==> src/rtl/smaqa_operand_buffer_pkg.sv <==
// Shared constants and types for the SMAQA operand buffer.
package smaqa_operand_buffer_pkg;

  localparam int unsigned SMAQA_BUF_DEPTH = 128;
  localparam int unsigned SMAQA_WORD_W    = 32;

  // One packed 4x8-bit SIMD operand.
  typedef logic [SMAQA_WORD_W-1:0] smaqa_word_t;

  // Number of words in one read window (one SMAQA128 issue).
  localparam int unsigned SMAQA_WIN_WORDS = 4;

endpackage

==> src/rtl/smaqa_operand_buffer_if.sv <==
// Handshake bundle between the SMAQA sequencer (master) and the operand buffer (slave).
// Signal names keep the buffer's point of view for direction suffixes.
interface smaqa_operand_buffer_if #(
  parameter int unsigned DEPTH = smaqa_operand_buffer_pkg::SMAQA_BUF_DEPTH,
  parameter int unsigned WIDTH = smaqa_operand_buffer_pkg::SMAQA_WORD_W
);

  logic                     clear_i;
  logic                     wr_valid_i;
  logic [WIDTH-1:0]         wr_data0_i;
  logic [WIDTH-1:0]         wr_data1_i;
  logic                     wr_ready_o;
  logic                     rd_req_i;
  logic                     rd_ready_o;
  logic                     rd_valid_o;
  logic [WIDTH-1:0]         rd_data0_o;
  logic [WIDTH-1:0]         rd_data1_o;
  logic [WIDTH-1:0]         rd_data2_o;
  logic [WIDTH-1:0]         rd_data3_o;
  logic                     rd_wrap_o;
  logic [$clog2(DEPTH):0]   fill_o;

  modport slave (
    input  clear_i, wr_valid_i, wr_data0_i, wr_data1_i, rd_req_i,
    output wr_ready_o, rd_ready_o, rd_valid_o, rd_data0_o, rd_data1_o, rd_data2_o, rd_data3_o,
           rd_wrap_o, fill_o
  );

  modport master (
    output clear_i, wr_valid_i, wr_data0_i, wr_data1_i, rd_req_i,
    input  wr_ready_o, rd_ready_o, rd_valid_o, rd_data0_o, rd_data1_o, rd_data2_o, rd_data3_o,
           rd_wrap_o, fill_o
  );

endinterface

==> src/rtl/smaqa_buf_mem.sv <==
// Operand storage: one pair-write port (even/odd words), four combinational read ports.
// Contents are deliberately not reset.
module smaqa_buf_mem
  import smaqa_operand_buffer_pkg::*;
#(
  parameter int unsigned DEPTH = SMAQA_BUF_DEPTH,
  parameter int unsigned WIDTH = SMAQA_WORD_W
) (
  input  logic                       clk_i,
  input  logic                       we_i,
  input  logic [$clog2(DEPTH)-2:0]   wpair_i,
  input  logic [WIDTH-1:0]           wdata0_i,
  input  logic [WIDTH-1:0]           wdata1_i,
  input  logic [$clog2(DEPTH)-1:0]   raddr0_i,
  input  logic [$clog2(DEPTH)-1:0]   raddr1_i,
  input  logic [$clog2(DEPTH)-1:0]   raddr2_i,
  input  logic [$clog2(DEPTH)-1:0]   raddr3_i,
  output logic [WIDTH-1:0]           rdata0_o,
  output logic [WIDTH-1:0]           rdata1_o,
  output logic [WIDTH-1:0]           rdata2_o,
  output logic [WIDTH-1:0]           rdata3_o
);

  logic [WIDTH-1:0] mem_q [DEPTH];

  // Pair write: even word from port 0, odd word from port 1.
  always_ff @(posedge clk_i) begin
    if (we_i) begin
      mem_q[{wpair_i, 1'b0}] <= wdata0_i;
      mem_q[{wpair_i, 1'b1}] <= wdata1_i;
    end
  end

  assign rdata0_o = mem_q[raddr0_i];
  assign rdata1_o = mem_q[raddr1_i];
  assign rdata2_o = mem_q[raddr2_i];
  assign rdata3_o = mem_q[raddr3_i];

endmodule

==> src/rtl/smaqa_operand_buffer.sv <==
// SMAQA operand buffer: fills in word pairs, serves 4-word windows and replays from 0
// once the stored weights are exhausted.
// Optional: define SMAQA_BUF_ZERO_PAD_EN to zero window words at or beyond the fill level.
module smaqa_operand_buffer
  import smaqa_operand_buffer_pkg::*;
#(
  parameter int unsigned DEPTH = SMAQA_BUF_DEPTH,
  parameter int unsigned WIDTH = SMAQA_WORD_W
) (
  input  logic                  clk_i,
  input  logic                  rst_ni,
  smaqa_operand_buffer_if.slave bus
);

  localparam int unsigned AW = $clog2(DEPTH);
  localparam int unsigned PW = AW + 1;
  localparam int unsigned NW = SMAQA_WIN_WORDS;

  logic [PW-1:0]    wr_ptr_q, wr_ptr_d;
  logic [PW-1:0]    rd_ptr_q, rd_ptr_d;
  logic             rd_valid_q, rd_valid_d;
  logic             rd_wrap_q, rd_wrap_d;
  logic [WIDTH-1:0] rd_data_q [NW];
  logic [WIDTH-1:0] rd_data_d [NW];

  logic             wr_ready, rd_ready, wr_accept, rd_accept, win_wrap;
  logic [AW-1:0]    raddr [NW];
  logic [WIDTH-1:0] rword [NW];
  logic [WIDTH-1:0] win   [NW];

  smaqa_buf_mem #(
    .DEPTH (DEPTH),
    .WIDTH (WIDTH)
  ) u_mem (
    .clk_i    (clk_i),
    .we_i     (wr_accept),
    .wpair_i  (wr_ptr_q[AW-1:1]),
    .wdata0_i (bus.wr_data0_i),
    .wdata1_i (bus.wr_data1_i),
    .raddr0_i (raddr[0]),
    .raddr1_i (raddr[1]),
    .raddr2_i (raddr[2]),
    .raddr3_i (raddr[3]),
    .rdata0_o (rword[0]),
    .rdata1_o (rword[1]),
    .rdata2_o (rword[2]),
    .rdata3_o (rword[3])
  );

  // Handshakes; clear blocks both sides so it always wins.
  always_comb begin
    wr_ready  = (wr_ptr_q <= PW'(DEPTH - 2)) && !bus.clear_i;
    rd_ready  = (wr_ptr_q != '0) && !bus.clear_i;
    wr_accept = bus.wr_valid_i && wr_ready;
    rd_accept = bus.rd_req_i && rd_ready;
  end

  // Window addressing; reads see pre-write contents and the pre-write fill level.
  always_comb begin
    win_wrap = (rd_ptr_q + PW'(NW)) >= wr_ptr_q;
    for (int k = 0; k < NW; k++) begin
      raddr[k] = AW'(rd_ptr_q + PW'(k));
`ifdef SMAQA_BUF_ZERO_PAD_EN
      win[k] = ((rd_ptr_q + PW'(k)) >= wr_ptr_q) ? '0 : rword[k];
`else
      win[k] = rword[k];
`endif
    end
  end

  // Pointer and read-register next state.
  always_comb begin
    wr_ptr_d   = wr_ptr_q;
    rd_ptr_d   = rd_ptr_q;
    rd_valid_d = 1'b0;
    rd_wrap_d  = 1'b0;
    rd_data_d  = rd_data_q;
    if (bus.clear_i) begin
      wr_ptr_d = '0;
      rd_ptr_d = '0;
    end else begin
      if (rd_accept) begin
        rd_valid_d = 1'b1;
        rd_wrap_d  = win_wrap;
        rd_ptr_d   = win_wrap ? '0 : rd_ptr_q + PW'(NW);
        rd_data_d  = win;
      end
      if (wr_accept) begin
        wr_ptr_d = wr_ptr_q + PW'(2);
      end
    end
  end

  // State registers with synchronous active-low reset.
  always_ff @(posedge clk_i) begin
    if (!rst_ni) begin
      wr_ptr_q   <= '0;
      rd_ptr_q   <= '0;
      rd_valid_q <= 1'b0;
      rd_wrap_q  <= 1'b0;
      for (int k = 0; k < NW; k++) rd_data_q[k] <= '0;
    end else begin
      wr_ptr_q   <= wr_ptr_d;
      rd_ptr_q   <= rd_ptr_d;
      rd_valid_q <= rd_valid_d;
      rd_wrap_q  <= rd_wrap_d;
      rd_data_q  <= rd_data_d;
    end
  end

  assign bus.wr_ready_o = wr_ready;
  assign bus.rd_ready_o = rd_ready;
  assign bus.rd_valid_o = rd_valid_q;
  assign bus.rd_wrap_o  = rd_wrap_q;
  assign bus.rd_data0_o = rd_data_q[0];
  assign bus.rd_data1_o = rd_data_q[1];
  assign bus.rd_data2_o = rd_data_q[2];
  assign bus.rd_data3_o = rd_data_q[3];
  assign bus.fill_o     = wr_ptr_q;

endmodule

==> src/flat_wrapper.sv <==
// flat-port wrapper written by rule: the top's interface ports become plain ports
module smaqa_operand_buffer_flat import smaqa_operand_buffer_pkg::*;
#(
  parameter int unsigned DEPTH = SMAQA_BUF_DEPTH,
  parameter int unsigned WIDTH = SMAQA_WORD_W
)
  (clk_i, rst_ni, bus_clear_i, bus_wr_valid_i, bus_wr_data0_i, bus_wr_data1_i, bus_rd_req_i, bus_wr_ready_o, bus_rd_ready_o, bus_rd_valid_o, bus_rd_data0_o, bus_rd_data1_o, bus_rd_data2_o, bus_rd_data3_o, bus_rd_wrap_o, bus_fill_o);
  smaqa_operand_buffer_if #(.DEPTH(DEPTH), .WIDTH(WIDTH)) bus_i ();
  input  logic clk_i;
  input  logic rst_ni;
  input wire logic [$bits(bus_i.clear_i)-1:0] bus_clear_i;
  input wire logic [$bits(bus_i.wr_valid_i)-1:0] bus_wr_valid_i;
  input wire logic [$bits(bus_i.wr_data0_i)-1:0] bus_wr_data0_i;
  input wire logic [$bits(bus_i.wr_data1_i)-1:0] bus_wr_data1_i;
  input wire logic [$bits(bus_i.rd_req_i)-1:0] bus_rd_req_i;
  output wire logic [$bits(bus_i.wr_ready_o)-1:0] bus_wr_ready_o;
  output wire logic [$bits(bus_i.rd_ready_o)-1:0] bus_rd_ready_o;
  output wire logic [$bits(bus_i.rd_valid_o)-1:0] bus_rd_valid_o;
  output wire logic [$bits(bus_i.rd_data0_o)-1:0] bus_rd_data0_o;
  output wire logic [$bits(bus_i.rd_data1_o)-1:0] bus_rd_data1_o;
  output wire logic [$bits(bus_i.rd_data2_o)-1:0] bus_rd_data2_o;
  output wire logic [$bits(bus_i.rd_data3_o)-1:0] bus_rd_data3_o;
  output wire logic [$bits(bus_i.rd_wrap_o)-1:0] bus_rd_wrap_o;
  output wire logic [$bits(bus_i.fill_o)-1:0] bus_fill_o;
  assign bus_i.clear_i = bus_clear_i;
  assign bus_i.wr_valid_i = bus_wr_valid_i;
  assign bus_i.wr_data0_i = bus_wr_data0_i;
  assign bus_i.wr_data1_i = bus_wr_data1_i;
  assign bus_i.rd_req_i = bus_rd_req_i;
  assign bus_wr_ready_o = bus_i.wr_ready_o;
  assign bus_rd_ready_o = bus_i.rd_ready_o;
  assign bus_rd_valid_o = bus_i.rd_valid_o;
  assign bus_rd_data0_o = bus_i.rd_data0_o;
  assign bus_rd_data1_o = bus_i.rd_data1_o;
  assign bus_rd_data2_o = bus_i.rd_data2_o;
  assign bus_rd_data3_o = bus_i.rd_data3_o;
  assign bus_rd_wrap_o = bus_i.rd_wrap_o;
  assign bus_fill_o = bus_i.fill_o;
  smaqa_operand_buffer #(.DEPTH(DEPTH), .WIDTH(WIDTH)) u_core (.clk_i(clk_i), .rst_ni(rst_ni), .bus(bus_i));
endmodule
==> config.mk <==
export PLATFORM = sky130hd
export DESIGN_NAME = smaqa_operand_buffer_flat
export DESIGN_NICKNAME = d
export VERILOG_FILES = /design/src/rtl/smaqa_operand_buffer_pkg.sv /design/src/rtl/smaqa_operand_buffer_if.sv /design/src/rtl/smaqa_buf_mem.sv /design/src/rtl/smaqa_operand_buffer.sv /design/src/flat_wrapper.sv
export SDC_FILE = /design/constraint.sdc
export NUM_CORES = 2
export LEC_CHECK = 0
export ABC_CLOCK_PERIOD_IN_PS = 6850
export CAP_MARGIN = 20
export CORE_MARGIN = 2
export CORE_UTILIZATION = 55
export DETAILED_ROUTE_END_ITERATION = 8
export PLACE_DENSITY = 0.71
export RECOVER_POWER = 100
export SYNTH_ARGS = -nofsm -noshare
export SYNTH_HDL_FRONTEND = slang
export SYNTH_SLANG_ARGS = --single-unit
==> constraint.sdc <==
create_clock -name clk_i -period 6.85 [get_ports clk_i]
set_clock_uncertainty 0.15 [all_clocks]
set_input_delay 1.37 -clock clk_i [delete_from_list [all_inputs] [get_ports clk_i]]
set_output_delay 1.37 -clock clk_i [all_outputs]
set_load 0.02 [all_outputs]
==> metrics.md <==
| Metric | Value |
|---|---|
| Worst hold endpoint | `u_core.rd_ptr_q[7]` |
| Die Width | `545 um` |
| Unrepaired setup endpoints after global routing | `false` |
| R2R depth | `7` |
| Fin area | `180000 um^2` |
| Fill count | `19500` |
| Synth Flop Type | `edfxtp_1` |
| Clock sink count | `4239` |
| Post-CTS resize count | `0` |
| Sum of buffers and inverters on the critical path | `3` |
| Sequential share of the synthesized area | `0.783` |
| Clock Root Buffer | `clkbuf_16` |
| Critical path class | `in -> reg` |
| Post-CTS Hold Buffers | `0` |
| VDD IR-drop max | `0.000211 V` |
| Core area | `291000 um^2` |
| Final Cycle Share | `0.882` |
| Die Ht | `545 um` |
| Fin cells | `12000` |
| Post-route DRC | `0` |
| Clock share of power | `0.435` |
| Hold path start | `u_core.rd_ptr_q[7]` |
| Crit path required time | `7150 ps` |
| CP peak stage delay | `2510 ps` |
| Wire length per cell | `33.5 um` |
| Vias in the first global route | `77300` |
| Mapped cell area | `161000 um^2` |
| Startpoint types | `input pin` |
| Worst-margin pin slew | `4040 ps` |
| CTS tree | `yes` |
| FMAX | `166 MHz` |
| Mapped Cells | `7279` |
| Sequential power share | `0.553` |
| Combinational power share | `0.012` |
| PortBufs | `207` |
| Final Hold Viols | `0` |
| Pre-antenna DRT Iters | `6` |
| CP top delay family | `buffers and inverters` |
| Tot GR Track Use | `0.268` |
| Gpl congestion | `0.851` |
| Tightest Hold Check Type | `reg -> reg` |
| Total grt overflow | `0` |
| Mapped Avg Cell Area | `22.1 um^2` |
| Max Cap Viol | `154` |
| Slowest cell on crit path | `clkdlybuf4s25_1` |
| Setup TNS | `0 ps` |
| Row count | `198` |
| EDFF count, synth | `4096` |
| H-Tree Depth | `5` |
| Syn Nets | `7357` |
| Global-route wire length before repair | `568000 um` |
| DR vias | `78200` |
| Placed inst area | `167000 um^2` |
| CP Cell Sequence | `dlygate4sd3_1 > nor2_1 > nand2_1 > nor2_1 > nand2_1 > clkbuf_1 > nor2_1 > clkdlybuf4s25_1` |
| Share of cells above drive strength 1 | `0.195` |
| Skew-Pair Late Insertion Delay | `940 ps` |
| Post-DP HPWL | `223000 um` |
| Netlist cell types | `51` |
| Worst reg2reg setup slack | `1080 ps` |
| Die area | `297000 um^2` |
| Post-CTS Setup Bufs | `0` |
| Slew margin rel. | `-1.70` |
| Critical Path Most Common Cell | `nor2_1` |
| Fin nets | `7784` |
| Arrival time worst endpoint | `6340 ps` |
| Vias per cell | `6.54` |
| Area grow syn2layout | `11.9%` |
| Clk slew on worst S/H paths | `60 ps` |
| DRT antenna net count | `0` |
| Failing checks | `max-capacitance violations, max-slew violations` |
| Pins Over Slew Limit | `7805` |
| PD cells | `287 nW/um^2` |
| Largest net degree at the start of global routing | `148` |
| Yosys reg bits | `4239` |
| Hold WS | `325 ps` |
| Crit end category | `flop` |
| Antenna violations before repair | `29` |
| Net switching power | `0.0100 W` |
| LEAKAGE | `54.2 nW` |
| Async SR Flop Fraction | `0` |
| Longest Clk Path Bufs | `4` |
| Total CTS buffers | `408` |
| Yosys warns | `0` |
| Worst flop-to-flop path startpoint | `u_core.bus.fill_o[2]` |
| Cells after DPL | `11200` |
| DRT iter0 DRCs | `10600` |
| Starting density of the core | `0.553` |
| Final cell utilization of the core | `0.618` |
| Max FO, Critical Path | `44` |
| Status | `finished, violations left` |
| Int Pwr | `0.0415 W` |
| IO Pins | `209` |
| Final Setup Violations | `0` |
| Net Sw Frac | `0.194` |
| Routed WL | `400000 um` |
| Tmin final | `6040 ps` |
| FF-to-FF End | `u_core.bus.rd_data3_o[10]` |
| Hold path cells | `2` |
[layout by cell type (no fill, tap or decap), types with 6 or more instances in the layout]
master / instances
nor2_1: 40
clkbuf_2: 31
nand2_1: 146
clkbuf_8: 19
ha_1: 9
clkinv_4: 6
inv_6: 8
clkbuf_1: 210
clkinv_2: 74
xnor2_1: 6
or3_1: 128
nand3_1: 137
inv_1: 9
mux4_1: 146
mux2i_1: 510
a21oi_1: 6
mux4_2: 623
mux2_2: 125
dlygate4sd3_1: 140
buf_12: 32
diode_2: 8
buf_4: 44
clkinv_1: 77
edfxtp_1: 4096
a22oi_1: 255
nor2_4: 43
bufinv_16: 43
dfxtp_1: 140
buf_2: 57
clkinvlp_4: 17
nand4_1: 7
a32oi_1: 127
o22ai_1: 256
clkbuf_16: 417
[power groups by stage]
stage               sequential (W)  combinational (W)  clock (W)
finish                      0.0285           0.000628     0.0224
global route                0.0285           0.000660     0.0236
CTS                         0.0284           0.000648     0.0227
detailed placement          0.0290           0.000650          0
global placement            0.0290           0.000618          0
floorplan                   0.0290          0.0000667          0
[synth_stat cells, types with 2 or more instances]
cell type | instances | area [um^2]
edfxtp_1 | 4096 | 123000
mux4_2 | 623 | 14000
mux2i_1 | 510 | 5100
o22ai_1 | 256 | 1600
a22oi_1 | 255 | 1910
nand2_1 | 147 | 552
mux4_1 | 146 | 3840
dfxtp_1 | 143 | 2860
buf_2 | 141 | 706
nand3_1 | 140 | 701
or3_1 | 128 | 801
a32oi_1 | 127 | 1110
mux2_2 | 127 | 1430
buf_4 | 88 | 661
nor2_1 | 82 | 308
clkbuf_1 | 81 | 304
clkbuf_8 | 41 | 564
buf_6 | 38 | 428
buf_1 | 21 | 78.8
buf_8 | 11 | 165
ha_1 | 9 | 113
inv_1 | 9 | 33.8
nand4_1 | 7 | 43.8
a21oi_1 | 6 | 30.0
xnor2_1 | 6 | 52.6
nor2b_1 | 4 | 25.0
a31oi_1 | 3 | 18.8
and2_1 | 3 | 18.8
nand2b_1 | 3 | 18.8
nor3_1 | 3 | 15.0
a221oi_1 | 2 | 17.5
o211ai_1 | 2 | 15.0
or2_2 | 2 | 12.5
xor2_1 | 2 | 17.5
[layout make-up]
cell class	instances	area (um^2)	area share
Timing Repair Buffer	438	3400	0.0189
Clock buffer	519	11000	0.0612
Clock inverter	233	2330	0.0130
Antenna cell	8	20.0	0.000111
Multi-Input combinational cell	2609	32300	0.180
Sequential cell	4239	126000	0.700
Inverter	10	37.5	0.000209
Tap cell	3900	4880	0.0271
[worst max path at each step]
stage                              start                    endpoint  slack [ps]  depth (start not counted)
floorplan                    bus_clear_i   u_core.u_mem.mem_q[94][0]        1480                          3
global placement             bus_clear_i  u_core.u_mem.mem_q[11][16]        1740                          5
detailed placement           bus_clear_i  u_core.u_mem.mem_q[11][15]        1740                          5
CTS                 u_core.bus.fill_o[4]              bus_wr_ready_o        1650                          4
global route                 bus_clear_i   u_core.u_mem.mem_q[48][8]         820                          8
finish                       bus_clear_i   u_core.u_mem.mem_q[48][8]         810                          8
[layer usage]
metal	up-vias	global-route usage	part of all wire
met2	4414	0.429	0.48
met3	696	0.0406	0.086
met1	41300	0.378	0.39
li1	31800	-	-
met4	14	0.100	0.043
met5	-	0	0.00023
[flip-flops by register name, indices dropped and copies added (netlist names)]
name	cells
u_core.bus.fill_o	7
u_core.bus.rd_data0_o	32
u_core.bus.rd_data1_o	32
u_core.bus.rd_data2_o	32
u_core.bus.rd_data3_o	32
u_core.bus.rd_valid_o	1
u_core.bus.rd_wrap_o	1
u_core.rd_ptr_q	6
u_core.u_mem.mem_q	4096
[cell families after synthesis]
logic type | after synthesis | share of synthesized area
flops | 4239 | 0.783
mux | 1406 | 0.152
compound gates | 658 | 0.0298
simple gates | 527 | 0.0161
buf+inv | 431 | 0.0183
fa+ha+maj | 9 | 0.000700
xor+xnor | 8 | 0.000436
other cells | 1 | 0.0000233
[metrics by stage]
stage	worst slack, ps	total power, W
after floorplan	1480	0.0291
after global placement	1740	0.0296
after detailed placement	1740	0.0297
after CTS	1650	0.0517
after global routing	819	0.0528
final	809	0.0516
[worst reg2reg max path: stages (launching register included)]
cell,delay [ps]
dfxtp_1,740
inv_1,190
ha_1,260
a311oi_1,1330
nand3_4,870
clkbuf_1,1250
or3_1,820
nand3_1,100
Power figures use the tool's default switching activity.
